===== src/rtl/morse_letter_receiver.sv =====
// Morse letter receiver: times key presses/releases in tick units and decodes A..H.
// Optional MORSE_RX_SYNC_EN adds a 2-flop synchronizer on key_i (2 cycles extra latency).
module morse_letter_receiver #(
    parameter int DASH_UNITS = 3,
    parameter int GAP_UNITS  = 3
) (
    input  logic       clk_i,
    input  logic       rst_ni,
    input  logic       key_i,
    input  logic       tick_i,
    output logic [3:0] code_o,
    output logic [2:0] len_o,
    output logic [2:0] letter_o,
    output logic       valid_o,
    output logic       err_o
);

    typedef enum logic [1:0] {
        IDLE,
        MARK,
        SPACE
    } state_t;

    localparam logic [2:0] DASH_CNT = (DASH_UNITS > 7) ? 3'd7 : 3'(DASH_UNITS);
    localparam logic [2:0] GAP_CNT  = (GAP_UNITS > 7) ? 3'd7 : 3'(GAP_UNITS);

    state_t     state_q, state_d;
    logic [2:0] cnt_q, cnt_d;
    logic [3:0] acc_q, acc_d;
    logic [2:0] nsym_q, nsym_d;
    logic       ovf_q, ovf_d;
    logic       eval;
    logic       key_s;
    logic       key_prev;
    logic       key_rise;
    logic       key_fall;
    logic [2:0] cnt_inc;
    logic       hit;
    logic [2:0] hit_idx;

`ifdef MORSE_RX_SYNC_EN
    logic key_meta;
    logic key_sync;

    always_ff @(posedge clk_i or negedge rst_ni) begin
        if (!rst_ni) begin
            key_meta <= 1'b0;
            key_sync <= 1'b0;
            key_prev <= 1'b0;
        end else begin
            key_meta <= key_i;
            key_sync <= key_meta;
            key_prev <= key_sync;
        end
    end

    assign key_s = key_sync;
`else
    always_ff @(posedge clk_i or negedge rst_ni) begin
        if (!rst_ni) begin
            key_prev <= 1'b0;
        end else begin
            key_prev <= key_i;
        end
    end

    assign key_s = key_i;
`endif

    assign key_rise = key_s & ~key_prev;
    assign key_fall = ~key_s & key_prev;
    assign cnt_inc  = (cnt_q == 3'd7) ? 3'd7 : 3'(cnt_q + 3'd1);

    always_ff @(posedge clk_i or negedge rst_ni) begin
        if (!rst_ni) begin
            state_q <= IDLE;
            cnt_q   <= 3'd0;
            acc_q   <= 4'd0;
            nsym_q  <= 3'd0;
            ovf_q   <= 1'b0;
        end else begin
            state_q <= state_d;
            cnt_q   <= cnt_d;
            acc_q   <= acc_d;
            nsym_q  <= nsym_d;
            ovf_q   <= ovf_d;
        end
    end

    // A key edge always clears the counter, so a coincident tick is dropped.
    always_comb begin
        state_d = state_q;
        cnt_d   = cnt_q;
        acc_d   = acc_q;
        nsym_d  = nsym_q;
        ovf_d   = ovf_q;
        eval    = 1'b0;
        case (state_q)
            IDLE: begin
                if (key_rise) begin
                    state_d = MARK;
                    cnt_d   = 3'd0;
                    acc_d   = 4'd0;
                    nsym_d  = 3'd0;
                    ovf_d   = 1'b0;
                end
            end
            MARK: begin
                if (key_fall) begin
                    if (nsym_q < 3'd4) begin
                        acc_d[nsym_q[1:0]] = (cnt_q >= DASH_CNT);
                        nsym_d = 3'(nsym_q + 3'd1);
                    end else begin
                        ovf_d = 1'b1;
                    end
                    cnt_d   = 3'd0;
                    state_d = SPACE;
                end else if (tick_i) begin
                    cnt_d = cnt_inc;
                end
            end
            SPACE: begin
                if (key_rise) begin
                    cnt_d   = 3'd0;
                    state_d = MARK;
                end else if (tick_i) begin
                    cnt_d = cnt_inc;
                    if (cnt_inc == GAP_CNT) begin
                        state_d = IDLE;
                        eval    = 1'b1;
                    end
                end
            end
            default: begin
                state_d = IDLE;
            end
        endcase
    end

    // Table lookup on {length, code}; code bit 0 is the first symbol, 1 = dash.
    always_comb begin
        hit     = 1'b1;
        hit_idx = 3'd0;
        case ({nsym_q, acc_q})
            7'b010_0010: hit_idx = 3'd0;
            7'b100_0001: hit_idx = 3'd1;
            7'b100_0101: hit_idx = 3'd2;
            7'b011_0001: hit_idx = 3'd3;
            7'b001_0000: hit_idx = 3'd4;
            7'b100_0100: hit_idx = 3'd5;
            7'b011_0011: hit_idx = 3'd6;
            7'b100_0000: hit_idx = 3'd7;
            default:     hit     = 1'b0;
        endcase
    end

    always_ff @(posedge clk_i or negedge rst_ni) begin
        if (!rst_ni) begin
            code_o   <= 4'd0;
            len_o    <= 3'd0;
            letter_o <= 3'd0;
            valid_o  <= 1'b0;
            err_o    <= 1'b0;
        end else begin
            valid_o <= 1'b0;
            err_o   <= 1'b0;
            if (eval) begin
                code_o <= acc_q;
                len_o  <= ovf_q ? 3'd4 : nsym_q;
                if (hit && !ovf_q) begin
                    letter_o <= hit_idx;
                    valid_o  <= 1'b1;
                end else begin
                    err_o <= 1'b1;
                end
            end
        end
    end

endmodule

===== config.mk =====
export PLATFORM = sky130hd
export DESIGN_NAME = morse_letter_receiver
export DESIGN_NICKNAME = d
export VERILOG_FILES = /design/src/rtl/morse_letter_receiver.sv
export SDC_FILE = /design/constraint.sdc
export NUM_CORES = 1
export LEC_CHECK = 0
export BUFFER_PORTS_ARGS = -buffer_cell sky130_fd_sc_hd__buf_2
export CAP_MARGIN = 20
export CORE_MARGIN = 8
export CORE_UTILIZATION = 30
export CTS_BUF_LIST = sky130_fd_sc_hd__clkbuf_2 sky130_fd_sc_hd__clkbuf_4 sky130_fd_sc_hd__clkbuf_8
export DETAILED_ROUTE_END_ITERATION = 16
export GPL_TIMING_DRIVEN = 0
export MAX_ROUTING_LAYER = met4
export PLACE_DENSITY = 0.44
export SLEW_MARGIN = 20
export SYNTH_ARGS = -nofsm -noshare
export SYNTH_HDL_FRONTEND = slang
export SYNTH_SLANG_ARGS = --single-unit

===== constraint.sdc =====
create_clock -name clk_i -period 2.75 [get_ports clk_i]
set_clock_uncertainty 0.05 [all_clocks]
set_input_delay 0.1375 -clock clk_i [delete_from_list [all_inputs] [get_ports clk_i]]
set_output_delay 0.1375 -clock clk_i [all_outputs]
set_load 0.03 [all_outputs]

==> summary.txt, run 1 <==
Slew @ Worst Pin: 604.1 ps
post-synth top area cell: dfrtp_1
total wire length: 3.025 mm
post-synth top area share: 0.4403
initial drt markers: 15
clk slew on worst S/H paths: 90 ps
I/O pin count: 16
CP max stage delay: 450 ps
Final Util: 0.3624
CTS H-tree lvls: 1
area growth from synthesis to layout: 15.83%
DR pass1 iterations: 4
synthesis-stage register bit count: 26
Peak VDD IR: 0.0003315 V
Post-Syn Nets: 152
post-CTS sizing: 0
Slew HR: 0.5973
share of flip-flops with an asynchronous set or reset: 1.000
Worst Hold Class: in2reg
Skew-Pair Late Insertion Delay: 270 ps
Max Freq: 441.5 MHz
Critical Path, Cell by Cell: ha_1 -> nor4b_2 -> nand4_2 -> a311oi_4 -> mux2_4
final net count: 174
initial antenna violation count: 0
crit start category: flip-flop
leakage: 0.8614 nW
CORE AREA: 0.004723 mm2
final instance area: 0.001712 mm2
antenna cells: 0
worst-path maximum fanout: 6
post-synth cell types: 41
total power: 1.385 mW
vias post-DR: 1054
max-cap violations: 0
CP delay by family, top: simple AND/OR/NAND/NOR gates
WHS: 294.9 ps
RSZ-0062 raised after global routing: false
Slowest cell on crit path: dfrtp_1
WL/cell: 13.44 um
top-count cell post-synth: dfrtp_1
main flop type after synthesis: dfrtp_1
vias in the first global route: 1143
final hold vios: 0
CTS Buffer Depth: 2
Crit. End Element: flip-flop
global-route wire length before repair: 5.457 mm
fin. max-slew vios: 0
via/cell ratio: 4.684
arrival time worst endpoint: 2380 ps
Post-synth EDFFs: 0
CTS tree: done
pre-CTS WS: 475.7 ps
DIE HEIGHT: 86.18 um
Syn Inst Count: 137
Filler Cell Count: 485
Worst Path Class, Setup: reg2reg
average size of a mapped cell: 10.79 um2
CTS Buf Count: 3
CP required: 2860 ps
Post-synth top cells: dfrtp_1 (26), ha_1 (11), nor2_1 (11)
Placed Cells incl. Taps: 219
fin worst setup slack: 485.0 ps
Ys Warns: 0
antenna-violating nets left: 0
layout cells sized above 1: 0.2152
min cycle time layout: 2265 ps
Non-Filler Instances: 225
post-synthesis cell area: 0.001478 mm2
status: completed
gpl congestion: 0.8174
HPWL Detailed: 2.277 mm
number of remaining DRC errors: 0
global route total overflow: 0
Final Setup Violations: 0
PwrDens: 809.3 mW/mm2
CP Buf/Inv Count: 0
reg2reg setup slack: 480 ps
Die X: 86.18 um
Initial Utilization: 0.3128
Port Buf Inserts: 15
Placed Instance Area: 0.001637 mm2
clk sinks: 26
largest net degree at the start of global routing: 27
post-synthesis sequential area ratio: 0.4403
period utilization: 0.8237
Die ar.: 0.007427 mm2
root buf cell: clkbuf_8
GRT Util Overall: 0.09288
Setup TNS: 0 ps
row count: 25
top area cells in the synthesized netlist: dfrtp_1 (44%), ha_1 (9.3%), mux2_2 (3.8%), mux2i_1 (3.4%), nor2_1 (2.8%)
==> cells by family (layout without fill, tap and decap cells) <==
logic type | after synthesis | count (layout) | share of synthesized area
AND/OR/NAND/NOR | 41 | 41 | 0.1524
AO/OA/AOI/OAI | 33 | 33 | 0.1770
multiplexers | 12 | 12 | 0.09229
buffers and inverters | 13 | 34 | 0.03895
adder cells (fa/ha/maj) | 11 | 11 | 0.09314
flip-flops | 26 | 26 | 0.4403
XOR/XNOR | 1 | 1 | 0.005928
==> final cells by class <==
cell class,count,area [um2],area share
multi-input combinational,98,769.5,0.4496
sequential,26,650.6,0.3801
timing repair buffer,17,95.09,0.05556
tap,67,83.83,0.04898
clock buffer,4,55.05,0.03216
inverter,8,30.03,0.01754
buffer,5,27.53,0.01608
==> state kept, by name, summed over array words and instances (netlist names) <==
name      cells
valid_o       1
state_q       2
letter_o      3
nsym_q        3
err_o         1
acc_q         4
key_prev      1
ovf_q         1
code_o        4
cnt_q         3
len_o         3
==> worst paths after layout <==
path,depth (start not counted),to,start
min in group asynchronous,2,state_q[1],rst_ni
max in group asynchronous,2,nsym_q[2],rst_ni
max reg2reg,5,letter_o[0],cnt_q[0]
min,5,cnt_q[0],tick_i
max,5,letter_o[0],cnt_q[0]
min reg2reg,2,len_o[0],len_o[0]
==> layout by cell type, fill, tap and decap left out, types with 4 or more instances in the layout <==
cell / instances
dfrtp_1: 26
buf_2: 16
nor2_1: 11
ha_1: 11
nand2_1: 10
inv_1: 8
o21ai_0: 7
a21oi_1: 6
mux2_2: 5
nand3_1: 5
mux2i_1: 5
clkbuf_8: 4
==> routing by layer <==
metal | wire [um] | vias to the layer above | part of all wire | GRT usage
met4 | 36 | 0 | 0.012 | 0.03286
met2 | 1439 | 15 | 0.48 | 0.1547
met3 | 109 | 4 | 0.036 | 0.01985
met1 | 1439 | 504 | 0.48 | 0.1083
li1 | - | 531 | - | -
met5 | 0 | - | 0 | -
==> timing repair <==
item / 4_1_cts / 5_1_grt
endpoints found under the hold margin: 27 / 0
hold buffers: 2 / 0
endpoints found under the setup margin: 0 / 0
buffers inserted: 0 / 0
==> tightest hold or removal path: cells and delay by family <==
kind | cells | cell delay, ps
AND/OR/NAND/NOR | 1 | 60
buffers and inverters | 2 | 150
multiplexers | 1 | 160
AO/OA/AOI/OAI | 1 | 80
==> power breakdown <==
part | internal (mW) | total [mW] | leakage [nW] | switching [mW]
clock network | 0.128 | 0.250 | 0.0288 | 0.122
logic | 0.237 | 0.601 | 0.485 | 0.363
registers | 0.461 | 0.535 | 0.347 | 0.0734
No activity file was read; power rests on OpenSTA's default activity.
==> run 2, diff against run 1 <==
--- a/config.mk
+++ b/config.mk
@@ -5,6 +5,7 @@
 export SDC_FILE = /design/constraint.sdc
 export NUM_CORES = 1
 export LEC_CHECK = 0
+export ABC_AREA = 1
 export BUFFER_PORTS_ARGS = -buffer_cell sky130_fd_sc_hd__buf_2
 export CAP_MARGIN = 20
 export CORE_MARGIN = 8
@@ -13,7 +14,7 @@
 export DETAILED_ROUTE_END_ITERATION = 16
 export GPL_TIMING_DRIVEN = 0
 export MAX_ROUTING_LAYER = met4
-export PLACE_DENSITY = 0.44
+export PLACE_DENSITY = 0.46
 export SLEW_MARGIN = 20
 export SYNTH_ARGS = -nofsm -noshare
 export SYNTH_HDL_FRONTEND = slang
==> constraint.sdc (replaced) <==
create_clock -name clk_i -period 1.8 [get_ports clk_i]
set_clock_uncertainty 0.05 [all_clocks]
set_input_delay 0.09 -clock clk_i [delete_from_list [all_inputs] [get_ports clk_i]]
set_output_delay 0.09 -clock clk_i [all_outputs]
set_load 0.03 [all_outputs]
==> run 2 against run 1 <==
Compared with the run above:
- final cell count increased by 18%
- total power rose by 82%
- combinational power rose by 110%
- design area rose by 5.0%
- critical endpoint is now acc_q[2]
- largest power group unchanged
- clock-buffer cell count fell by 1
- register-to-register slack worse by 320 ps
- utilization rose by 1.6 points
==> summary.txt, run 2 <==
synthesis-stage register bit count: 26 (unchanged)
Worst Hold Endpoint: cnt_q[1] (was cnt_q[0])
worst hold start: tick_i (unchanged)
root buf cell: clkbuf_8 (unchanged)
leakage: 0.9174 nW (was 0.8614 nW)
antenna cells: 0 (unchanged)
fin worst setup slack: 163.5 ps (was 485.0 ps)
Post-synth EDFFs: 0 (unchanged)
gpl congestion: 0.8545 (was 0.8174)
largest net degree at the start of global routing: 27 (unchanged)
final net count: 216 (was 174)
share of flip-flops with an asynchronous set or reset: 1.000 (unchanged)
hold path cells: 3 (was 5)
post-synth cell types: 27 (was 41)
post-synth top area share: 0.4351 (was 0.4403)
Initial Utilization: 0.3145 (was 0.3128)
Syn Inst Count: 177 (was 137)
pre-CTS WS: 76.40 ps (was 475.7 ps)
min cycle time layout: 1636 ps (was 2265 ps)
critical path depth: 10 (was 5)
CTS Buffer Depth: 2 (unchanged)
Die ar.: 0.007499 mm2 (was 0.007427 mm2)
DIE HEIGHT: 86.60 um (was 86.18 um)
Port Buf Inserts: 15 (unchanged)
final instance area: 0.001797 mm2 (was 0.001712 mm2)
row count: 25 (unchanged)
CP max stage delay: 420 ps (was 450 ps)
CORE AREA: 0.004755 mm2 (was 0.004723 mm2)
GRT Util Overall: 0.09340 (was 0.09288)
vias post-DR: 1183 (was 1054)
PwrDens: 1407 mW/mm2 (was 809.3 mW/mm2)
global route total overflow: 0 (unchanged)
CP delay by family, top: flip-flops (was simple AND/OR/NAND/NOR gates)
CP required: 1890 ps (was 2860 ps)
HPWL Detailed: 2.337 mm (was 2.277 mm)
most frequent CP cell: nand2_1
DR pass1 iterations: 4 (unchanged)
max-cap violations: 0 (unchanged)
Ys Warns: 0 (unchanged)
clk slew on worst S/H paths: 90 ps (about the same)
initial drt markers: 49 (was 15)
worst-path maximum fanout: 10 (was 6)
Non-Filler Instances: 266 (was 225)
CTS tree: done (unchanged)
average size of a mapped cell: 8.447 um2 (was 10.79 um2)
Peak VDD IR: 0.0005440 V (was 0.0003315 V)
commonest non-fill, non-tap cell in the layout: nand2_1 (was dfrtp_1)
period utilization: 0.9091 (was 0.8237)
Worst Path Class, Setup: reg2reg (unchanged)
Critical R2R Capture: acc_q[2] (was letter_o[0])
WL/cell: 11.77 um (was 13.44 um)
reg2reg setup slack: 160 ps (was 480 ps)
initial antenna violation count: 0 (unchanged)
Skew-Pair Late Insertion Delay: 270 ps (about the same)
main flop type after synthesis: dfrtp_1 (unchanged)
Slew HR: 0.6075 (was 0.5973)
fin. max-slew vios: 0 (unchanged)
post-synthesis sequential area ratio: 0.4351 (was 0.4403)
final hold vios: 0 (unchanged)
CTS H-tree lvls: 1 (unchanged)
Slowest cell on crit path: dfrtp_1 (unchanged)
status: completed (unchanged)
Die X: 86.60 um (was 86.18 um)
Slew @ Worst Pin: 588.7 ps (was 604.1 ps)
Placed Cells incl. Taps: 259 (was 219)
antenna-violating nets left: 0 (unchanged)
Critical Path, Cell by Cell: inv_1 -> ha_2 -> nand2_1 -> o21ai_2 -> inv_2 -> nor2_2 -> buf_6 -> nand2_1 -> nor2_1 -> nor3_1 (was ha_1 -> nor4b_2 -> nand4_2 -> a311oi_4 -> mux2_4)
Largest regs: acc_q x4, code_o x4 (unchanged)
number of remaining DRC errors: 0 (unchanged)
top-count cell post-synth: nand2_1 (was dfrtp_1)
layout cells sized above 1: 0.2714 (was 0.2152)
CTS Buf Count: 3 (unchanged)
CP Buf/Inv Count: 3 (was 0)
clk sinks: 26 (unchanged)
R2R depth: 10 (was 5)
post-synthesis cell area: 0.001495 mm2 (was 0.001478 mm2)
crit start category: flip-flop (unchanged)
I/O pin count: 16 (unchanged)
post-synth top area cell: dfrtp_1 (unchanged)
Final Setup Violations: 0 (unchanged)
vias in the first global route: 1223 (was 1143)
area growth from synthesis to layout: 20.17% (was 15.83%)
Crit. End Element: flip-flop (unchanged)
via/cell ratio: 4.447 (was 4.684)
Max Freq: 611.1 MHz (was 441.5 MHz)
Post-synth top cells: nand2_1 (38), dfrtp_1 (26), inv_1 (24) (was dfrtp_1 (26), ha_1 (11), nor2_1 (11))
total power: 2.528 mW (was 1.385 mW)
Placed Instance Area: 0.001654 mm2 (was 0.001637 mm2)
Post-Syn Nets: 192 (was 152)
Final Util: 0.3779 (was 0.3624)
global-route wire length before repair: 5.540 mm (was 5.457 mm)
most frequent cells in the layout: nand2_1 (38), dfrtp_1 (23), inv_1 (21) (was dfrtp_1 (26), buf_2 (16), nor2_1 (11), ha_1 (11), nand2_1 (10))
total wire length: 3.132 mm (was 3.025 mm)
top area cells in the synthesized netlist: dfrtp_1 (44%), nand2_1 (9.5%), ha_1 (9.2%), inv_1 (6.0%), nor2_1 (3.5%) (was dfrtp_1 (44%), ha_1 (9.3%), mux2_2 (3.8%), mux2i_1 (3.4%), nor2_1 (2.8%))
Worst Hold Class: in2reg (unchanged)
arrival time worst endpoint: 1730 ps (was 2380 ps)
FF-to-FF Start: state_q[1] (was cnt_q[0])
run 2: cell types whose count changed in the layout (fill, tap and decap cells not counted), moves of 7 or more:
cell / delta
inv_1: +13
inv_2: +7
nand2_1: +28
nor3_1: +7
run 2: cells by family (layout without fill, tap and decap cells):
logic type      count (synthesis)  in the layout  synth area share
fa+ha+maj                      11             11           0.09205
flops                          26             26            0.4351
buf+inv                        31             53           0.08787
compound gates                 24             24            0.1004
simple gates                   85             85            0.2845
run 2: how the worst max path moves through the flow:
stage	slack [ps]	from	to
floorplan	260	nsym_q[0]	letter_o[0]
global placement	110	nsym_q[0]	letter_o[2]
detailed placement	80	nsym_q[0]	letter_o[2]
CTS	50	nsym_q[0]	letter_o[2]
global route	-1	nsym_q[2]	letter_o[0]
finish	160	state_q[1]	acc_q[2]
run 2: repair_timing:
item	in CTS	in global routing
hold endpoints to repair	27	0
endpoints found under the setup margin	0	10
resized for setup	0	17
setup buffers	0	2
hold buffers	2	0
run 2: through the flow:
| step | hold slack (ps) | setup TNS, ps |
|---|---|---|
| floorplan | -255.6 | 0 |
| global placement | 82.71 | 0 |
| detailed placement | 90.98 | 0 |
| CTS | 143.8 | 0 |
| global route | 174.9 | -1.378 |
| finish | 148.9 | 0 |
run 2: power breakdown:
group / internal [mW] / switching, mW / leakage, nW
Sequential: 0.747 / 0.156 / 0.344
Clock: 0.150 / 0.182 / 0.0216
Combinational: 0.460 / 0.834 / 0.552
Total: 1.36 / 1.17 / 0.917
run 2: metal layers:
metal  track usage  up-vias  routed length [um]  part of all wire
met2        0.1528       18                1489              0.48
li1              -      621                   -                 -
met3       0.01607        4                 136             0.043
met1        0.1130      540                1468              0.47
met4       0.03286        0                  38             0.012
met5             -        -                   0                 0
run 2: area by class of cell:
class / instances / area (um2)
flip-flops and latches: 26 / 654.4
well taps: 67 / 83.83
fillers: 496 / 2958
multi-input cells: 120 / 773.2
repair buffers: 19 / 110.1
plain buffers: 2 / 22.52
clock buffers: 3 / 41.29
inverters: 29 / 111.4
run 2: tightest hold or removal path, stage by stage:
cell	delay (ps)
buf_2	130
nand3_1	130
a211oi_1	80
==> run 3, diff against run 2 <==
--- a/config.mk
+++ b/config.mk
@@ -14,7 +14,7 @@
 export DETAILED_ROUTE_END_ITERATION = 16
 export GPL_TIMING_DRIVEN = 0
 export MAX_ROUTING_LAYER = met4
-export PLACE_DENSITY = 0.46
+export PLACE_DENSITY = 0.44
 export SLEW_MARGIN = 20
 export SYNTH_ARGS = -nofsm -noshare
 export SYNTH_HDL_FRONTEND = slang
==> constraint.sdc (replaced) <==
create_clock -name clk_i -period 1.7 [get_ports clk_i]
set_clock_uncertainty 0.05 [all_clocks]
set_input_delay 0.085 -clock clk_i [delete_from_list [all_inputs] [get_ports clk_i]]
set_output_delay 0.085 -clock clk_i [all_outputs]
set_load 0.03 [all_outputs]
==> run 3 against run 2 <==
Compared with the run above:
- die area did not move
- total power rose by 14%
- critical endpoint is now letter_o[2]
- clock power rose by 21%
- utilization rose by 2.0 points
==> summary.txt, run 3 (synthesized netlist as in run 2, its figures left out) <==
status: completed (unchanged)
antenna cells: 0 (unchanged)
Slew HR: 0.6049 (was 0.6075)
most frequent CP cell: nor2_1 (was nand2_1)
period utilization: 0.9579 (was 0.9091)
initial antenna violation count: 0 (unchanged)
final hold vios: 0 (unchanged)
max-cap violations: 0 (unchanged)
CP delay by family, top: simple AND/OR/NAND/NOR gates (was flip-flops)
DIE HEIGHT: 86.60 um (unchanged)
CP max stage delay: 440 ps (was 420 ps)
area growth from synthesis to layout: 26.53% (was 20.17%)
CTS Buf Count: 3 (unchanged)
clk sinks: 26 (unchanged)
CTS Buffer Depth: 2 (unchanged)
global route total overflow: 0 (unchanged)
Slew @ Worst Pin: 592.6 ps (was 588.7 ps)
Final Util: 0.3979 (was 0.3779)
most frequent cells in the layout: nand2_1 (35), dfrtp_1 (23), inv_1 (19) (was nand2_1 (38), dfrtp_1 (23), inv_1 (21))
leakage: 0.9572 nW (was 0.9174 nW)
Skew-Pair Late Insertion Delay: 270 ps (about the same)
pre-CTS WS: -27.44 ps (was 76.40 ps)
initial drt markers: 42 (was 49)
layout cells sized above 1: 0.3317 (was 0.2714)
antenna-violating nets left: 0 (unchanged)
Crit. End Element: flip-flop (unchanged)
Max Freq: 614.1 MHz (was 611.1 MHz)
CTS tree: done (unchanged)
Final Setup Violations: 0 (unchanged)
row count: 25 (unchanged)
worst-path maximum fanout: 5 (was 10)
WHS: 162.6 ps (was 148.9 ps)
HPWL Detailed: 2.385 mm (was 2.337 mm)
WL/cell: 11.74 um (was 11.77 um)
CP Buf/Inv Count: 2 (was 3)
GRT Util Overall: 0.09438 (was 0.09340)
CTS H-tree lvls: 1 (unchanged)
Largest regs: acc_q x4, code_o x4 (unchanged)
Port Buf Inserts: 15 (unchanged)
min cycle time layout: 1628 ps (was 1636 ps)
vias in the first global route: 1177 (was 1223)
commonest non-fill, non-tap cell in the layout: nand2_1 (unchanged)
fin worst setup slack: 71.55 ps (was 163.5 ps)
global-route wire length before repair: 5.526 mm (was 5.540 mm)
vias post-DR: 1206 (was 1183)
crit start category: flip-flop (unchanged)
via/cell ratio: 4.434 (was 4.447)
I/O pin count: 16 (unchanged)
CP required: 1810 ps (was 1890 ps)
Slowest cell on crit path: dfrtp_1 (unchanged)
PwrDens: 1527 mW/mm2 (was 1407 mW/mm2)
Die ar.: 0.007499 mm2 (unchanged)
total wire length: 3.194 mm (was 3.132 mm)
Initial Utilization: 0.3145 (unchanged)
Worst Hold Class: in2reg (unchanged)
RSZ-0062 raised after global routing: true
Die X: 86.60 um (unchanged)
Critical Path, Cell by Cell: inv_2 -> ha_4 -> nand2_4 -> inv_4 -> nor2_1 -> nor2_1 -> nor2_1 -> nand2_2 -> nand3_4 -> nand2_2 -> nand2_1 (was inv_1 -> ha_2 -> nand2_1 -> o21ai_2 -> inv_2 -> nor2_2 -> buf_6 -> nand2_1 -> nor2_1 -> nor3_1)
final net count: 221 (was 216)
Worst Path Class, Setup: reg2reg (unchanged)
clk slew on worst S/H paths: 90 ps (about the same)
CORE AREA: 0.004755 mm2 (unchanged)
DR pass1 iterations: 4 (unchanged)
number of remaining DRC errors: 0 (unchanged)
largest net degree at the start of global routing: 27 (unchanged)
root buf cell: clkbuf_8 (unchanged)
gpl congestion: 0.8334 (was 0.8545)
fin. max-slew vios: 0 (unchanged)
Peak VDD IR: 0.0007366 V (was 0.0005440 V)
arrival time worst endpoint: 1740 ps (was 1730 ps)
==> run 3: cell types whose count changed in the layout (fill, tap and decap cells not counted), moves of 2 or more <==
| cell | previous run | this run |
|---|---|---|
| buf_4 | 2 | 6 |
| nand2_1 | 38 | 35 |
| inv_1 | 21 | 19 |
| nand2_2 | 5 | 7 |
==> run 3: final cells by class <==
class	instances	area, um2
Tap cell	67	83.83
Inverter	29	113.9
Sequential cell	26	654.4
Clock buffer	4	55.05
Timing Repair Buffer	24	151.4
Multi-Input combinational cell	120	810.8
Fill cell	496	2863
Buffer	2	22.52
==> run 3: stage by stage <==
stage	cells	instance area [um2]	setup TNS [ps]	total power, mW
5_1_grt	272	1892	-118.8	3.175
3_5_place_dp	259	1654	-63.15	2.237
3_3_place_gp	259	1654	0	2.219
4_1_cts	267	1747	0	2.693
2_1_floorplan	177	1495	0	1.932
6_report	272	1892	0	2.889
==> run 3: path summary, 6_finish.rpt <==
kind | from | end | slack [ps] | cells after the start
worst max-delay path | nsym_q[1] | letter_o[2] | 70 | 11
worst min register to register | code_o[3] | code_o[3] | 420 | 2
min in group asynchronous | rst_ni | len_o[1] | 300 | 2
max in group asynchronous | rst_ni | state_q[0] | 870 | 2
worst max register to register | nsym_q[1] | letter_o[2] | 70 | 11
worst min-delay path | tick_i | cnt_q[2] | 160 | 3
==> run 3: what timing repair did <==
item	in CTS	in global routing
endpoints found under the setup margin	5	9
pin swaps	0	8
hold endpoints to repair	27	0
gates resized for setup	2	28
setup buffers	2	5
hold buffers	2	0
==> run 3: power by group <==
part           switching, mW  leakage, nW  internal, mW  total, mW
logic                  0.952        0.585         0.574       1.53
clock network          0.196       0.0288         0.207      0.403
registers              0.169        0.344         0.792      0.961
total                   1.32        0.957          1.57       2.89
==> run 3: per-layer routing <==
layer / global-route usage / routed length, um / vias to the layer above
li1: - / - / 634
met3: 0.01512 / 142 / 2
met4: 0.02817 / 15 / 0
met5: - / 0 / -
met2: 0.1521 / 1568 / 22
met1: 0.1184 / 1467 / 548
==> run 3: tightest hold or removal path, delay by kind of cell <==
| family | cells | cell delay [ps] |
|---|---|---|
| compound gates | 1 | 80 |
| buf+inv | 1 | 130 |
| simple gates | 1 | 140 |
